**config.mk**
```make
export PLATFORM = sky130hd
export DESIGN_NAME = countdown_timer
export DESIGN_NICKNAME = d
export VERILOG_FILES = /design/src/rtl/countdown_timer.sv
export SDC_FILE = /design/constraint.sdc
export NUM_CORES = 1
export LEC_CHECK = 0
export CAP_MARGIN = 10
export CORE_ASPECT_RATIO = 0.75
export CORE_MARGIN = 1
export CORE_UTILIZATION = 45
export CTS_CLUSTER_SIZE = 40
export DETAILED_ROUTE_END_ITERATION = 10
export PLACE_DENSITY = 0.67
export REMOVE_ABC_BUFFERS = 1
export SKIP_LAST_GASP = 1
export SYNTH_ARGS = -nofsm -noshare
export SYNTH_HDL_FRONTEND = slang
export SYNTH_SLANG_ARGS = --single-unit
```
**constraint.sdc**
```tcl
create_clock -name clk -period 2.8 [get_ports clk]
set_input_delay 0.28 -clock clk [delete_from_list [all_inputs] [get_ports clk]]
set_output_delay 0.28 -clock clk [all_outputs]
set_load 0.05 [all_outputs]
```
**src/rtl/countdown_timer.sv**
```systemverilog
// countdown_timer: mm:ss BCD down-counter with load, start/pause/resume
// and a one-cycle done pulse when the count reaches 00:00.
module countdown_timer #(
    parameter int TICKS_PER_SEC = 100000000
) (
    input  logic       clk,
    input  logic       reset,
    input  logic       load,
    input  logic       start_stop,
    input  logic [3:0] init_min_tens,
    input  logic [3:0] init_min_ones,
    input  logic [3:0] init_sec_tens,
    input  logic [3:0] init_sec_ones,
    output logic [3:0] min_tens,
    output logic [3:0] min_ones,
    output logic [3:0] sec_tens,
    output logic [3:0] sec_ones,
    output logic       running,
    output logic       done,
    output logic       expired
);

    localparam int CNT_W = $clog2(TICKS_PER_SEC);
    localparam logic [CNT_W-1:0] LAST = CNT_W'(TICKS_PER_SEC - 1);

    typedef enum logic [1:0] {
        IDLE,
        RUNNING,
        PAUSED,
        EXPIRED
    } state_t;

    state_t           state;
    logic [CNT_W-1:0] presc;
    logic             tick;
    logic             is_zero;
    logic             at_one;

    function automatic logic [3:0] clamp(input logic [3:0] d,
                                         input logic [3:0] mx);
        return (d > mx) ? mx : d;
    endfunction

    assign tick    = (state == RUNNING) && (presc == LAST);
    assign is_zero = ({min_tens, min_ones, sec_tens, sec_ones} == 16'h0000);
    assign at_one  = ({min_tens, min_ones, sec_tens, sec_ones} == 16'h0001);
    assign running = (state == RUNNING);
    assign expired = (state == EXPIRED);

    always_ff @(posedge clk) begin
        if (reset) begin
            state    <= IDLE;
            presc    <= '0;
            min_tens <= 4'd0;
            min_ones <= 4'd0;
            sec_tens <= 4'd0;
            sec_ones <= 4'd0;
            done     <= 1'b0;
        end else begin
            done <= 1'b0;
            if (state == RUNNING) begin
                if (start_stop)
                    state <= PAUSED;
                if (tick) begin
                    presc <= '0;
                    // 00:01 -> 00:00 expires on the same edge, overriding a pause
                    if (at_one) begin
                        state    <= EXPIRED;
                        done     <= 1'b1;
                        sec_ones <= 4'd0;
                    end else if (sec_ones != 4'd0) begin
                        sec_ones <= sec_ones - 4'd1;
                    end else begin
                        sec_ones <= 4'd9;
                        if (sec_tens != 4'd0) begin
                            sec_tens <= sec_tens - 4'd1;
                        end else begin
                            sec_tens <= 4'd5;
                            if (min_ones != 4'd0) begin
                                min_ones <= min_ones - 4'd1;
                            end else begin
                                min_ones <= 4'd9;
                                min_tens <= min_tens - 4'd1;
                            end
                        end
                    end
                end else begin
                    presc <= presc + 1'b1;
                end
            end else if (load) begin
                state    <= IDLE;
                presc    <= '0;
                min_tens <= clamp(init_min_tens, 4'd9);
                min_ones <= clamp(init_min_ones, 4'd9);
                sec_tens <= clamp(init_sec_tens, 4'd5);
                sec_ones <= clamp(init_sec_ones, 4'd9);
            end else if (start_stop) begin
                unique case (state)
                    IDLE: begin
                        presc <= '0;
                        if (is_zero) begin
                            state <= EXPIRED;
                            done  <= 1'b1;
                        end else begin
                            state <= RUNNING;
                        end
                    end
                    PAUSED:  state <= RUNNING;
                    default: state <= state;
                endcase
            end
        end
    end

endmodule

```
# Word-level counts from Yosys, hierarchy flattened
# Index checks and enable logic that the tools add are counted.
op_classes:
  bitwise: 0
  div_mod_pow: 0
  reduce_logical: 16
  muxes: 49
  addsub: 5
  n_eq_ne: 10
  order_cmp: 4
  n_shift: 0
  mul: 0
ops:
  columns: ["cell", "count"]
  rows:
  - ["27-bit two-way mux", 5]
  - ["4-bit two-way mux", 29]
  - ["27-bit by 1-bit adder with 27-bit output, second input constant", 1]
  - ["27-bit equality test, second input constant", 1]
  - ["16-bit by 1-bit equality test with 1-bit output, second input constant", 1]
  - ["16-bit logical NOT", 1]
  - ["4-bit nonzero test", 4]
  - ["4-bit by 1-bit subtractor with 4-bit output, second input constant", 4]
  - ["2-bit two-way mux", 7]
  - ["4-bit greater-than comparator, second input constant", 3]
  - ["2-bit != test, second input constant", 4]
  - ["1-bit two-way mux", 7]
  - ["2-bit AND reduction", 3]
  - ["6-bit AND reduction", 1]
  - ["3-bit nonzero test", 2]
  - ["5-bit AND reduction", 1]
  - ["2-bit equality test, second input constant", 2]
  - ["4-bit by 3-bit greater-than comparator with 1-bit output, second input constant", 1]
  - ["2-bit case mux with 2 select lines", 1]
  - ["4-bit AND reduction", 1]
  - ["2-bit by 1-bit equality test with 1-bit output, second input constant", 1]
  - ["2-bit logical NOT", 1]
  - ["2-bit by 1-bit != test with 1-bit output, second input constant", 1]
  - ["2-bit nonzero test", 1]
  - ["1-bit logical AND", 1]
word_totals:
  word_cells: 91
  memories: 0
  register_bits: 46
  latchBits: 0
  in_bits: 20
  ramBits: 0
  romBits: 0
  output_inout_bits: 19

# Depth between registers and ports, before layout
# Gate-level depths: netlist of run 1.
logic_depth:
  ltp_word: 7
  mapped_depth: 8
  ltp_nobuf: 7

# Worst setup path before layout of run 1
# OpenSTA, ideal clock, no wires.
synth_timing:
  path_type: "reg-to-reg"
  startpoint: "reg sec_ones[1]"
  endpoint: "reg min_tens[0]"
  t_arrival_ns: 2.315
  t_required_ns: 2.680
  synth_period_minus_slack_ns: 2.435
  stages_incl_launch_ff: 8
  path_buffers: 0
  setup_time_ns: 0.120
  slack_ns: 0.365
  path_cell_list: "dfxtp_1 inv_1 ha_1 or3b_2 a211oi_1 nand4_1 and3_1 o31a_1"
synth_via:
  elab_chain_cells: 3
  elab_cells_between_ends: 5
  classes_between: "eq/ne: 3; reduce/logical: 2"
synth_rtl:
  columns: ["item", "line", "source"]
  rows:
  - ["start: declaration", "17", "output logic [3:0] sec_ones,"]
  - ["start signal: assignment", "72", "sec_ones <= sec_ones - 4'd1;"]
  - ["start signal: assignment", "96", "sec_ones <= clamp(init_sec_ones, 4'd9);"]
  - ["16-bit by 1-bit equality test with 1-bit output / 4-bit nonzero test (equally long branches)", "46, 71", null]
  - ["2-bit != test (no source line)", null, null]
  - ["6-bit AND reduction (no source line) (*)", null, null]
  - ["end signal: assignment", "83", "min_tens <= min_tens - 4'd1;"]
  - ["end signal: assignment", "93", "min_tens <= clamp(init_min_tens, 4'd9);"]
  - ["end: declaration", "14", "output logic [3:0] min_tens,"]
# Mark *: on every way between the ends. The rest lies on a longest branch, timed or not.
# A chain may end at the register's enable or synchronous reset.

# Worst setup path after layout of run 1
layout_timing:
  startpoint: "reg presc[0]"
  endpoint: "reg sec_ones[0]"
layout_via:
  elab_chain_cells: 4
layout_rtl:
  columns: ["item", "line", "source"]
  rows:
  - ["start: declaration", "34", "logic [CNT_W-1:0] presc;"]
  - ["start signal: assignment", "88", "presc <= presc + 1'b1;"]
  - ["27-bit equality test", "44", "assign tick = (state == RUNNING) && (presc == LAST);"]
  - ["1-bit logical AND", "44", null]
  - ["2-bit by 1-bit != test with 1-bit output (no source line)", null, null]
  - ["2-bit AND reduction (no source line)", null, null]
# No other way between the ends.

==> impl_metrics.env, run 1 <==
export IMPL_vias=2923
export IMPL_ys_seq_area_frac=0.318
export IMPL_power_switching_mw=0.469
export IMPL_yosys_area_top_type="dfxtp_1"
export IMPL_dp_hpwl_microns=5500
export IMPL_intPower_mw=1.18
export IMPL_layoutNonFillerInstCount=483
export IMPL_antenna_found_initial=0
export IMPL_synth_most_common_cell="dfxtp_1"
export IMPL_io_buffers=38
export IMPL_nets=429
export IMPL_slew_viol_final=0
export IMPL_cp_data_required_time_ps=3000
export IMPL_max_freq_mhz=385
export IMPL_die_w_microns=94.6
export IMPL_timing_reg2reg_worst_path_depth=6
export IMPL_period_share=0.927
export IMPL_synthCells=365
export IMPL_num_antenna_cells=0
export IMPL_holdCritStartpoint="presc[1]"
export IMPL_r2r_end="sec_ones[0]"
export IMPL_dp_slack_ps=261
export IMPL_hold_viol=0
export IMPL_r2r_setup_slack_ps=200
export IMPL_finalInstanceArea_sq_mm=0.00348
export IMPL_cts_max_level=2
export IMPL_status="completed"
export IMPL_num_rows=24
export IMPL_ys_async_sr_fraction=0
export IMPL_wl_per_cell_microns=15.7
export IMPL_swShare=0.284
export IMPL_grt_pass1_vias=2510
export IMPL_place_area_sq_mm=0.00334
export IMPL_clock_root_buffer="clkbuf_8"
export IMPL_ir_drop_v=0.000356
export IMPL_yosysTopAreaCellShare=0.318
export IMPL_ios=39
export IMPL_utilization=0.580
export IMPL_tightest_slew_ps=668
export IMPL_power_mw=1.65
export IMPL_crit_type="reg2reg"
export IMPL_die_h_microns=71.4
export IMPL_power_density_mw_per_mm2=475
export IMPL_drc=0
export IMPL_p_comb_frac=0.200
export IMPL_synth_main_ff_cell="dfxtp_1"
export IMPL_postCtsHoldBufs=0
export IMPL_syn_area_per_cell_sq_um=7.93
export IMPL_synth_edf_count=0
export IMPL_yosys_top_cells_count="dfxtp_1 (46), nor2_1 (40), nand2_1 (35)"
export IMPL_clock_latency_ps=310
export IMPL_coreArea_sq_mm=0.00601
export IMPL_clockBufferDepth=2
export IMPL_start_util=0.482
export IMPL_mappedNetlistArea_sq_mm=0.00289
export IMPL_rsz0062_at_grt="false"
export IMPL_cp_arrival_ps=2790
export IMPL_cts_buffers=5
export IMPL_yosys_top_cells_area="dfxtp_1 (32%), nor2_1 (5.2%), a21oi_1 (4.7%)"
export IMPL_clkPwrFrac=0.373
export IMPL_drt_wl_total_microns=7570
export IMPL_first_iter_violations=247
export IMPL_min_period_ps=2600
export IMPL_yosys_warnings=0
export IMPL_min_to="presc[1]"
export IMPL_postCtsSetupRepairBufs=0
export IMPL_endpoint_kind="flip-flop"
export IMPL_ys_ff_latch=46
export IMPL_drtAntennaViolNets=0
export IMPL_hp_class="reg2reg"
export IMPL_grt_usage=0.237
export IMPL_p_leak_nw=1.13
export IMPL_grt_max_degree=28
export IMPL_multi_input_area_sq_mm=0.00182
export IMPL_cts_resized=0
export IMPL_dp_cells=475
export IMPL_path_clk_slew_ps=90
export IMPL_grt_overflow_total=0
export IMPL_p_seq_frac=0.426
export IMPL_tritoncts="built"
export IMPL_reg2reg_from="presc[0]"
export IMPL_setup_worst_path_start_class="flip-flop"
export IMPL_cp_max_fo=5
export IMPL_clock_sinks=46
export IMPL_maxCapViolCount=0
export IMPL_drt_vias_per_instance=6.05
export IMPL_slew_headroom=0.548
export IMPL_grt_pass1_wl_microns=12400
export IMPL_fillers=565
export IMPL_firstDrtPassIters=5
export IMPL_clock_skew_ps=7.88
export IMPL_syn_to_final_growth_pct=20.4
export IMPL_hold_path_depth=2
export IMPL_yosys_cell_types_count=69
export IMPL_dieArea_sq_mm=0.00676
export IMPL_setup_ws_ps=205
export IMPL_regArea_sq_um=921
export IMPL_drive_above_1_share=0.101
export IMPL_place_congestion=0.868
export IMPL_setup_viol=0
==> logic make-up (layout without fill, tap and decap cells) <==
family | after synthesis | after routing | synth area share
multiplexers | 4 | 4 | 0.0143
XOR/XNOR | 14 | 14 | 0.0424
buffers and inverters | 31 | 71 | 0.0536
AO/OA/AOI/OAI | 94 | 94 | 0.214
adder cells (fa/ha/maj) | 5 | 5 | 0.0216
AND/OR/NAND/NOR | 171 | 171 | 0.336
flip-flops | 46 | 46 | 0.318
==> worst max-delay path: stages (launching register included) <==
cell and delay (ps):
dfxtp_1 380, ha_1 250, or4b_4 510, or4_4 590
o21ai_0 460, mux2i_1 250, nor2_1 50
==> power by group through the flow <==
| stage | Clock (mW) | Sequential [mW] | Combinational (mW) |
|---|---|---|---|
| after floorplan | 0 | 0.772 | 0.150 |
| after global placement | 0 | 0.720 | 0.326 |
| after detailed placement | 0 | 0.720 | 0.329 |
| after CTS | 0.633 | 0.704 | 0.330 |
| after global routing | 0.667 | 0.710 | 0.360 |
| final | 0.617 | 0.705 | 0.331 |
==> sequential cells by signal (all words and copies together) (netlist names) <==
signal	flops
done	1
sec_ones	4
min_tens	4
presc	27
sec_tens	4
state	2
min_ones	4
==> final cells by class <==
type | count | share of cell area
clock buffers | 6 | 0.0237
repair buffers | 47 | 0.128
flip-flops and latches | 46 | 0.264
multi-input cells | 288 | 0.522
well taps | 78 | 0.0280
clock inverters | 2 | 0.0172
inverters | 16 | 0.0172
==> worst max-delay path by stage <==
stage,from,to
after floorplan,state[1],min_tens[0]
after global placement,presc[0],sec_tens[1]
after detailed placement,presc[0],sec_tens[2]
after CTS,presc[0],sec_tens[2]
after global routing,presc[0],sec_ones[2]
final,presc[0],sec_ones[0]
==> routing by layer <==
layer | GRT usage | part of all wire | up-vias | wire length (microns)
met5 | 0 | 0 | - | 0
met4 | 0.0741 | 0.010 | 0 | 78
met3 | 0.0382 | 0.073 | 8 | 556
met2 | 0.318 | 0.39 | 102 | 2970
met1 | 0.379 | 0.52 | 1375 | 3960
li1 | - | - | 1438 | -
==> stage by stage <==
step / hold slack [ps] / TNS [ps]
2_1_floorplan: 346 / -380
3_3_place_gp: 461 / 0
3_5_place_dp: 474 / 0
4_1_cts: 488 / 0
5_1_grt: 532 / 0
6_report: 493 / 0
==> layout by cell type (no fill, tap or decap), types with 2 or more instances in the layout <==
cell type        instances
buf_4                   10
o21ai_0                 21
inv_1                   14
nor3b_1                  3
dfxtp_1                 46
and3_2                   2
nand3_1                 14
nor4_4                   2
or2_2                    3
clkdlybuf4s50_1         37
a211o_1                  2
xor2_1                   4
and4_1                   2
a41oi_1                  3
o21a_1                   3
or4_1                    2
and2_1                   2
and2b_2                  2
nor3_1                  18
nand4_1                 11
a311oi_1                 7
ha_1                     5
nand2_1                 35
and3_1                   3
a31oi_1                  8
nand3b_1                 6
mux2i_1                  3
nor4b_1                  3
a21oi_1                 27
a211oi_1                 3
xnor2_1                 10
clkbuf_8                 6
clkinv_1                 2
o21bai_1                 2
nor4_1                   8
bufinv_16                2
and4_2                   2
nor2_1                  40
a221o_1                  2
or4b_2                   2
Note: power is estimated with default switching activity, not from simulation.
==> run 2, diff against run 1 <==
--- a/config.mk
+++ b/config.mk
@@ -7,7 +7,7 @@
 export LEC_CHECK = 0
 export CAP_MARGIN = 10
 export CORE_ASPECT_RATIO = 0.75
-export CORE_MARGIN = 1
+export CORE_MARGIN = 3
 export CORE_UTILIZATION = 45
 export CTS_CLUSTER_SIZE = 40
 export DETAILED_ROUTE_END_ITERATION = 10
==> run 2 against run 1 <==
Against the previous run:
- die area up 10%
- power is essentially flat
- combinational power about the same
- highest routed layer unchanged
- critical endpoint is now sec_tens[1]
- non-clock buffer count did not move
- clock-buffer cell count did not move
- sequential share of layout area unchanged
- sequential cell count is the same
- clock skew decreased by 0.68 ps
- hold slack got worse by 8.9 ps
==> impl_metrics.env, run 2 (synthesis results as in run 1) <==
export IMPL_path_clk_slew_ps=90
export IMPL_wl_per_cell_microns=16.1
export IMPL_firstDrtPassIters=5
export IMPL_coreArea_sq_mm=0.00601
export IMPL_grt_max_degree=28
export IMPL_crit_type="reg2reg"
export IMPL_die_w_microns=98.6
export IMPL_dieArea_sq_mm=0.00744
export IMPL_layoutNonFillerInstCount=483
export IMPL_fillers=581
export IMPL_p_leak_nw=1.13
export IMPL_grt_pass1_vias=2584
export IMPL_die_h_microns=75.4
export IMPL_worst_path_buf_inv=0
export IMPL_multi_input_area_sq_mm=0.00182
export IMPL_max_stage_delay_ps=590
export IMPL_vias=2966
export IMPL_min_period_ps=2580
export IMPL_setup_worst_path_start_class="flip-flop"
export IMPL_power_density_mw_per_mm2=475
export IMPL_intPower_mw=1.19
export IMPL_final_cell_mix="dfxtp_1 (46), nor2_1 (40), clkdlybuf4s50_1 (37), nand2_1 (35), a21oi_1 (27)"
export IMPL_hold_viol=0
export IMPL_status="completed"
export IMPL_largest_reg_flops=27
export IMPL_drt_wl_total_microns=7780
export IMPL_postCtsHoldBufs=0
export IMPL_drtAntennaViolNets=0
export IMPL_endpoint_kind="flip-flop"
export IMPL_rsz0062_at_grt="false"
export IMPL_clkPwrFrac=0.372
export IMPL_nets=429
export IMPL_antenna_found_initial=0
export IMPL_dp_cells=475
export IMPL_ir_drop_v=0.000225
export IMPL_clock_latency_ps=300
export IMPL_dp_hpwl_microns=5760
export IMPL_grt_usage=0.221
export IMPL_tightest_slew_ps=632
export IMPL_cp_max_fo=5
export IMPL_max_freq_mhz=388
export IMPL_setup_ws_ps=222
export IMPL_cts_max_level=2
export IMPL_r2r_setup_slack_ps=220
export IMPL_first_iter_violations=318
export IMPL_cp_arrival_ps=2780
export IMPL_grt_pass1_wl_microns=13300
export IMPL_period_share=0.921
export IMPL_cts_resized=0
export IMPL_clockBufferDepth=2
export IMPL_drt_vias_per_instance=6.14
export IMPL_slew_headroom=0.573
export IMPL_largest_register="presc"
export IMPL_num_rows=24
export IMPL_cpLargestDelayFamily="simple AND/OR/NAND/NOR gates"
export IMPL_swShare=0.284
export IMPL_hp_class="reg2reg"
export IMPL_io_buffers=38
export IMPL_drc=0
export IMPL_power_switching_mw=0.470
export IMPL_drive_above_1_share=0.101
export IMPL_clock_root_buffer="clkbuf_8"
export IMPL_ios=39
export IMPL_syn_to_final_growth_pct=20.4
export IMPL_slew_viol_final=0
export IMPL_cts_buffers=5
export IMPL_cp_slowest_cell="or4_4"
export IMPL_setup_viol=0
export IMPL_cp_data_required_time_ps=3000
export IMPL_maxCapViolCount=0
export IMPL_postCtsSetupRepairBufs=0
export IMPL_utilization=0.580
export IMPL_place_congestion=0.877
export IMPL_clock_skew_ps=7.20
export IMPL_num_antenna_cells=0
export IMPL_start_util=0.482
export IMPL_path_cells="ha_1, or4b_4, or4_4, nor4_4, o21ai_0, a32o_1"
export IMPL_clock_sinks=46
export IMPL_tritoncts="built"
export IMPL_regArea_sq_um=921
export IMPL_grt_overflow_total=0
export IMPL_p_seq_frac=0.427
export IMPL_final_common_cell="dfxtp_1"
export IMPL_p_comb_frac=0.201
export IMPL_dp_slack_ps=248
==> run 2: cell counts in the layout (fill, tap and decap cells not counted) <==
No cell type changed its count.
==> run 2: worst min-delay path: stages (launching register included) <==
cell	delay (ps)
dfxtp_1	340
nand2_1	60
a21oi_1	50
==> run 2: final timing paths <==
kind | start | endpoint | cells past startpoint
setup / recovery | presc[0] | sec_tens[1] | 6
hold / removal | presc[1] | presc[1] | 2
setup reg to reg | presc[0] | sec_tens[1] | 6
hold reg to reg | presc[1] | presc[1] | 2
==> run 2: area by class of cell <==
cell class | instances | area share
clock inverters | 2 | 0.0172
flip-flops and latches | 46 | 0.264
inverters | 16 | 0.0172
multi-input cells | 288 | 0.522
clock buffers | 6 | 0.0237
well taps | 78 | 0.0280
repair buffers | 47 | 0.128
==> run 2: per-stage QoR <==
step | TNS [ps] | area [sq um] | power, mW | hold slack, ps
6_report | 0 | 3480 | 1.66 | 484
5_1_grt | 0 | 3480 | 1.73 | 501
4_1_cts | 0 | 3480 | 1.66 | 488
3_5_place_dp | 0 | 3340 | 1.05 | 475
3_3_place_gp | 0 | 3340 | 1.05 | 461
2_1_floorplan | -380 | 2800 | 0.922 | 346
==> run 2: metal layers <==
layer,wire length (microns),global-route usage
met3,546,0.0476
met5,0,0
met1,4080,0.344
met4,46,0.0409
met2,3110,0.313
==> run 2: power groups by stage <==
stage / clock (mW) / combinational, mW / sequential [mW]
finish: 0.616 / 0.333 / 0.706
detailed placement: 0 / 0.329 / 0.721
floorplan: 0 / 0.150 / 0.772
global placement: 0 / 0.326 / 0.720
CTS: 0.622 / 0.331 / 0.705
global route: 0.658 / 0.364 / 0.710
